**config.mk**
```make
export PLATFORM = sky130hd
export DESIGN_NAME = instrn_encoder
export DESIGN_NICKNAME = d
export VERILOG_FILES = /design/src/rtl/instrn_encoder_pkg.sv /design/src/rtl/instrn_word_fifo.sv /design/src/rtl/instrn_encoder.sv
export SDC_FILE = /design/constraint.sdc
export NUM_CORES = 1
export LEC_CHECK = 0
export CAP_MARGIN = 20
export CORE_MARGIN = 4
export CORE_UTILIZATION = 47
export DETAILED_ROUTE_END_ITERATION = 12
export GPL_TIMING_DRIVEN = 0
export PLACE_DENSITY_LB_ADDON = 0.08
export SLEW_MARGIN = 40
export SYNTH_ARGS = -nofsm -noshare
export SYNTH_HDL_FRONTEND = slang
export SYNTH_SLANG_ARGS = --single-unit
```
**constraint.sdc**
```tcl
create_clock -name clk -period 2.65 [get_ports clk]
set_clock_uncertainty 0.1 [all_clocks]
set_input_delay 0.265 -clock clk [delete_from_list [all_inputs] [get_ports clk]]
set_output_delay 0.265 -clock clk [all_outputs]
set_load 0.01 [all_outputs]
```
**src/rtl/instrn_encoder_pkg.sv**
```systemverilog
// Shared instruction-word layout for the encoder and decoder, plus the encoder state set.
package instrn_encoder_pkg;

  localparam int INSTR_W  = 15;
  localparam int OPC_MSB  = 14;
  localparam int OPC_LSB  = 10;
  localparam int MODE_MSB = 9;
  localparam int MODE_LSB = 8;
  localparam int ADDR_MSB = 7;
  localparam int ADDR_LSB = 4;
  localparam int OFF_MSB  = 3;
  localparam int OFF_LSB  = 0;

  typedef enum logic [1:0] {
    S_IDLE  = 2'd0,
    S_LOAD  = 2'd1,
    S_FLUSH = 2'd2,
    S_DONE  = 2'd3
  } enc_state_e;

  function automatic logic [INSTR_W-1:0] pack_instr(
    input logic [4:0] opc,
    input logic [1:0] mode,
    input logic [3:0] addr,
    input logic [3:0] off
  );
    logic [INSTR_W-1:0] w;
    w                    = '0;
    w[OPC_MSB:OPC_LSB]   = opc;
    w[MODE_MSB:MODE_LSB] = mode;
    w[ADDR_MSB:ADDR_LSB] = addr;
    w[OFF_MSB:OFF_LSB]   = off;
    return w;
  endfunction

endpackage

```
**src/rtl/instrn_word_fifo.sv**
```systemverilog
// Synchronous FIFO holding encoded words between the field handshake and the memory port.
module instrn_word_fifo #(
  parameter int W     = 15,
  parameter int DEPTH = 4
) (
  input  logic         clk_i,
  input  logic         rst_i,
  input  logic         clr_i,
  input  logic         push_i,
  input  logic [W-1:0] wdata_i,
  input  logic         pop_i,
  output logic [W-1:0] rdata_o,
  output logic         full_o,
  output logic         empty_o
);
  localparam int PW = $clog2(DEPTH);
  localparam logic [PW-1:0] PTR_ONE  = PW'(1);
  localparam logic [PW:0]   CNT_ONE  = (PW+1)'(1);
  localparam logic [PW:0]   CNT_FULL = (PW+1)'(DEPTH);

  logic [W-1:0]  mem_q [DEPTH];
  logic [PW-1:0] wr_q;
  logic [PW-1:0] rd_q;
  logic [PW:0]   cnt_q;
  logic          do_push;
  logic          do_pop;

  assign full_o  = (cnt_q == CNT_FULL);
  assign empty_o = (cnt_q == '0);
  assign do_push = push_i & ~full_o & ~clr_i;
  assign do_pop  = pop_i & ~empty_o & ~clr_i;
  assign rdata_o = mem_q[rd_q];

  always_ff @(posedge clk_i) begin
    if (do_push) begin
      mem_q[wr_q] <= wdata_i;
    end
  end

  // Pointers wrap naturally because DEPTH is a power of two.
  always_ff @(posedge clk_i or posedge rst_i) begin
    if (rst_i) begin
      wr_q  <= '0;
      rd_q  <= '0;
      cnt_q <= '0;
    end else if (clr_i) begin
      wr_q  <= '0;
      rd_q  <= '0;
      cnt_q <= '0;
    end else begin
      if (do_push) wr_q <= wr_q + PTR_ONE;
      if (do_pop)  rd_q <= rd_q + PTR_ONE;
      case ({do_push, do_pop})
        2'b10:   cnt_q <= cnt_q + CNT_ONE;
        2'b01:   cnt_q <= cnt_q - CNT_ONE;
        default: cnt_q <= cnt_q;
      endcase
    end
  end

endmodule

```
**src/rtl/instrn_encoder.sv**
```systemverilog
// Packs instruction fields into 15-bit words, buffers them and writes them to
// consecutive instruction-memory addresses starting at a latched base.
module instrn_encoder
  import instrn_encoder_pkg::*;
#(
  parameter int ADDR_W     = 8,
  parameter int FIFO_DEPTH = 4
) (
  input  logic               clk,
  input  logic               rst,
  input  logic               start,
  input  logic [ADDR_W-1:0]  base_addr,
  input  logic               field_valid,
  output logic               field_ready,
  input  logic [4:0]         opcode,
  input  logic [1:0]         operand_addr_mode,
  input  logic [3:0]         operand_addr,
  input  logic [3:0]         branch_offset_value,
  input  logic               prog_end,
  input  logic               mem_ready,
  output logic               mem_we,
  output logic [ADDR_W-1:0]  mem_addr,
  output logic [INSTR_W-1:0] mem_wdata,
  output logic               done,
  output logic               overflow,
  output logic [ADDR_W:0]    instr_count
);
  localparam logic [ADDR_W-1:0] ADDR_ONE  = ADDR_W'(1);
  localparam logic [ADDR_W-1:0] ADDR_LAST = {ADDR_W{1'b1}};
  localparam logic [ADDR_W:0]   CNT_ONE   = (ADDR_W+1)'(1);

  enc_state_e         state_q;
  logic [ADDR_W-1:0]  waddr_q;
  logic [ADDR_W-1:0]  mem_addr_q;
  logic [INSTR_W-1:0] mem_wdata_q;
  logic [ADDR_W:0]    instr_count_q;
  logic               mem_we_q;
  logic               done_q;
  logic               overflow_q;

  logic [INSTR_W-1:0] new_word;
  logic [INSTR_W-1:0] head_word;
  logic               fifo_full;
  logic               fifo_empty;
  logic               push;
  logic               pop;

  assign new_word    = pack_instr(opcode, operand_addr_mode, operand_addr, branch_offset_value);
  assign field_ready = (state_q == S_LOAD) & ~fifo_full & ~overflow_q;
  assign push        = field_valid & field_ready;
  assign pop         = ~fifo_empty & mem_ready & ~overflow_q;

  assign mem_we      = mem_we_q;
  assign mem_addr    = mem_addr_q;
  assign mem_wdata   = mem_wdata_q;
  assign done        = done_q;
  assign overflow    = overflow_q;
  assign instr_count = instr_count_q;

  // Once the address space is exhausted the buffered words are thrown away.
  instrn_word_fifo #(
    .W     (INSTR_W),
    .DEPTH (FIFO_DEPTH)
  ) u_fifo (
    .clk_i   (clk),
    .rst_i   (rst),
    .clr_i   (overflow_q),
    .push_i  (push),
    .wdata_i (new_word),
    .pop_i   (pop),
    .rdata_o (head_word),
    .full_o  (fifo_full),
    .empty_o (fifo_empty)
  );

  // Control FSM and registered memory write port.
  always_ff @(posedge clk or posedge rst) begin
    if (rst) begin
      state_q       <= S_IDLE;
      waddr_q       <= '0;
      mem_addr_q    <= '0;
      mem_wdata_q   <= '0;
      instr_count_q <= '0;
      mem_we_q      <= 1'b0;
      done_q        <= 1'b0;
      overflow_q    <= 1'b0;
    end else begin
      if (pop) begin
        mem_we_q      <= 1'b1;
        mem_addr_q    <= waddr_q;
        mem_wdata_q   <= head_word;
        waddr_q       <= waddr_q + ADDR_ONE;
        instr_count_q <= instr_count_q + CNT_ONE;
        if (waddr_q == ADDR_LAST) overflow_q <= 1'b1;
      end else begin
        mem_we_q <= 1'b0;
      end

      case (state_q)
        S_IDLE, S_DONE: begin
          if (start) begin
            state_q       <= S_LOAD;
            waddr_q       <= base_addr;
            instr_count_q <= '0;
            done_q        <= 1'b0;
            overflow_q    <= 1'b0;
          end
        end
        S_LOAD: begin
          if ((push && prog_end) || overflow_q) state_q <= S_FLUSH;
        end
        S_FLUSH: begin
          if (fifo_empty) begin
            state_q <= S_DONE;
            done_q  <= 1'b1;
          end
        end
        default: state_q <= S_IDLE;
      endcase
    end
  end

endmodule

```
==> out/results.tsv <==
stage	metric	value	unit
run_status	status	finished, final reports clean	
sta	relSlewSlack	0.4838	
logic_synthesis	netlist_area	4674	um^2
floorplanning	io_pins	65	
floorplanning	start_util	0.4805	
logic_synthesis	synthAdderAreaFrac	0.02570	
drt	viasPerCell	5.203	
global_routing	grt_usage	0.1635	
sta	fin_ws	151.1	ps
final_layout	layout-drive-gt1-share	0.2078	
clock_tree	postCtsHoldBufs	0	
setup_path	critPathKind	reg -> reg	
logic_synthesis	syn_avg_cell_area	15.38	um^2
pwr	pwr-share-seq	0.445	
logic_synthesis	netlist_instances	304	
clock_tree	cts_tree	yes	
logic_synthesis	synthMuxAreaShare	0.1400	
sta	fin_crit_sh	0.9430	
sta	tightest_slew	774.2	ps
logic_synthesis	synth_area_leaders	edfxtp_1 39%, dfrtp_1 28%, mux4_2 7.2%, mux2_2 6.0%, xnor2_1 2.8%	
pwr	pwr-share-comb	0.367	
clock_tree	cts_made_buffers	9	
pwr	net-switching-power	1.833	mW
setup_path	crit_chain	inv_1 > ha_2 > nor2b_4 > and3_4 > buf_6 > nor3_1 > fa_1 > and3_1 > a31oi_1 > mux2_2	
logic_synthesis	synth_fp_nets	342	
place	place_ws	-94.86	ps
clock_tree	htreeDepth	3	
setup_path	worst-endpoint-required	2800	ps
setup_path	max_stage_delay	410	ps
logic_synthesis	synth_area_leader_cell	edfxtp_1	
clock_tree	cts_sinks	112	
floorplanning	num_rows	36	
drt	wire_per_inst	17.20	um
setup_path	endpoint_kind	register	
logic_synthesis	synth_seq_cells	112	
logic_synthesis	yosys.area.top_type_share	0.3854	
sta	setup_tns	0	ps
sta	hold_viol_final	0	
final_layout	antennaDiodeCount	0	
global_routing	overflow	0	
clock_tree	clock_latency	360	ps
drt	wl_met3	320	um
setup_path	rrSetupSlack	150	ps
final_layout	fillCellCount	814	
setup_path	r2r_start	state_q[1]	
place	portBuffers	64	
drt	dr.pass1.iters	4	
final_layout	syn_to_final_growth	22.99	%
global_routing	grt_pass1_wl	14.36	mm
pwr	power_switching_share	0.3160	
setup_path	setup.worst_path.start	state_q[1]	
setup_path	path_max_fanout	9	
setup_path	startpoint_type	register	
logic_synthesis	ys.flop_type	edfxtp_1	
setup_path	critPathCapture	u_fifo.cnt_q[2]	
hold_path	hp-class	in -> async	
setup_path	cp.arrival	2650	ps
sta	report.final.slew_viol_count	0	
floorplanning	die_area	11610	um^2
logic_synthesis	async_flop_share	0.4643	
logic_synthesis	synth_xor_area_frac	0.03533	
drt	drt-total-wl	8.911	mm
drt	drt_iter0_drc	104	
logic_synthesis	yosys.area_share.simple	0.08164	
final_layout	finalNetCount	418	
sta	layout_min_cycle_time	2499	ps
floorplanning	die_h	107.7	um
place	post_dp_cell_area	5504	um^2
setup_path	rr_worst_depth	10	
global_routing	grt_pass1_vias	2722	
drt	wl_met2	4.355	mm
sta	fmax	400.2	MHz
drt	drc	0	
setup_path	rr_endpoint	u_fifo.cnt_q[2]	
global_routing	grt_max_degree	31	
logic_synthesis	netlist-cell-type-count	41	
logic_synthesis	synth_compound_area_frac	0.03025	
logic_synthesis	seq_area_frac_synth	0.6638	
pwr	ir_worst_vdd	348.5	uV
clock_tree	path_clk_slew	110	ps
pwr	power.density	1009	nW/um^2
job	maxCapViolCount	0	
sta	finalSetupViolations	0	
final_layout	utilization	0.5909	
global_routing	antenna_found_initial	0	
logic_synthesis	yosys_warnings	0	
drt	dr.max_layer_used	met4	
clock_tree	cts_root_buf	clkbuf_8	
floorplanning	coreArea	9729	um^2
drt	drt-met1-wl	4.144	mm
clock_tree	clk_path_buf_depth	2	
logic_synthesis	synth_top_family_by_area	multiplexers	
final_layout	instances_no_fill	518	
floorplanning	die_w	107.7	um
final_layout	final_cell_area	5749	um^2
place	place_congestion	0.7326	
logic_synthesis	synth_edf_count	60	
pwr	leakagePower	2.130	nW
place	place_inst	502	
drt	ant_nets	0	
place	dp_hpwl	6.097	mm
setup_path	slowest_stage	dfrtp_1	
pwr	p_int	3.966	mW
drt	vias	2695	
pwr	clock_power_share	0.188	
[power groups by stage]
stage | Combinational [mW] | Sequential (mW) | Clock [mW]
after global routing | 2.35 | 2.64 | 1.20
after CTS | 2.15 | 2.58 | 1.13
after floorplan | 1.26 | 2.65 | 0
after global placement | 2.09 | 2.61 | 0
after detailed placement | 2.14 | 2.62 | 0
final | 2.13 | 2.58 | 1.09
[synthesized netlist by cell type (2+ instances only)]
library cell  count
nor4_1            7
edfxtp_1         60
nor3_1            6
buf_2             6
mux4_2           15
nor2_1           18
xor2_1            2
ha_1              8
mux2_2           25
a21oi_1           8
nor2b_1           4
dfrtp_1          52
nand2_1          14
clkbuf_1          8
inv_1            10
and2_1            6
mux2i_1           2
xnor2_1          15
a31oi_1           2
nand2b_1          3
nand3_1           4
o21ai_0           9
nand4_1           2
[sequential cells by signal, indices dropped and copies added (netlist names)]
register / cells
instr_count: 9
state_q: 2
mem_wdata: 15
done: 1
u_fifo.cnt_q: 3
u_fifo.wr_q: 2
waddr_q: 8
overflow: 1
mem_we: 1
u_fifo.mem_q: 60
mem_addr: 8
u_fifo.rd_q: 2
[cell families (layout without fill, tap and decap cells)]
group                      Yosys count  count (layout)
and+or+nand+nor                     73              73
DFF                                112             112
buffers and inverters               25             106
adders and majority gates            9               9
xor gates and xnor gates            18              18
muxes                               43              43
AOI/OAI and AO/OA                   24              24
[cells in the final DEF, fill, tap and decap left out, drive strengths merged, types with 2 or more instances in the layout]
| cell | netlist | final |
|---|---|---|
| a21oi | 8 | 8 |
| a31oi | 2 | 2 |
| and2 | 6 | 6 |
| and3 | 2 | 2 |
| buf | 7 | 8 |
| clkbuf | 8 | 18 |
| clkdlybuf4s50 | 0 | 64 |
| dfrtp | 52 | 52 |
| edfxtp | 60 | 60 |
| ha | 8 | 8 |
| inv | 10 | 13 |
| mux2 | 26 | 26 |
| mux2i | 2 | 2 |
| mux4 | 15 | 15 |
| nand2 | 14 | 14 |
| nand2b | 3 | 3 |
| nand3 | 4 | 4 |
| nand4 | 2 | 2 |
| nor2 | 19 | 19 |
| nor2b | 4 | 4 |
| nor3 | 6 | 6 |
| nor4 | 7 | 7 |
| o21ai | 9 | 9 |
| xnor2 | 15 | 15 |
| xor2 | 3 | 3 |
[worst min-delay path by stage]
stage,slack (ps),endpoint,start
2_1_floorplan,260,u_fifo.mem_q[0][0],branch_offset_value[0]
3_3_place_gp,390,mem_addr[5],mem_addr[5]
3_5_place_dp,400,mem_addr[6],mem_addr[6]
4_1_cts,110,instr_count[7],rst
5_1_grt,120,instr_count[7],rst
6_report,110,instr_count[2],rst
[critical path, delay by kind of cell (launching register included)]
| family | cells | cell delay, ps |
|---|---|---|
| AO/OA/AOI/OAI | 1 | 180 |
| adder cells (fa/ha/maj) | 2 | 570 |
| buffers and inverters | 2 | 190 |
| flip-flops | 1 | 410 |
| multiplexers | 1 | 350 |
| AND/OR/NAND/NOR | 4 | 590 |
[metrics by stage]
step | power [mW] | hold WS (ps)
after global routing | 6.189 | 124.1
after CTS | 5.864 | 106.2
final | 5.799 | 105.9
after floorplan | 3.910 | 263.9
after detailed placement | 4.763 | 395.3
after global placement | 4.700 | 390.1
[timing repair]
item	4_1_cts	5_1_grt
gates resized for setup	2	6
setup buffers	0	0
endpoints found under the setup margin	1	1
[final cells by class]
class                   count  area, um^2  share of cell area
plain buffers              15       75.07             0.01306
clock buffers              10       137.6             0.02394
clock inverters             6       85.08             0.01480
inverters                  10       40.04            0.006964
multi-input cells         167        1481              0.2577
flip-flops and latches    112        3103              0.5397
well taps                 133       166.4             0.02894
repair buffers             65       660.6              0.1149
[metal layers]
layer  GRT usage  vias to the layer above
li1            -                     1266
met1      0.2272                     1367
met2      0.2624                       55
met4     0.05681                        0
met5           0                        -
met3     0.02639                        7
Power figures use the tool's default switching activity.
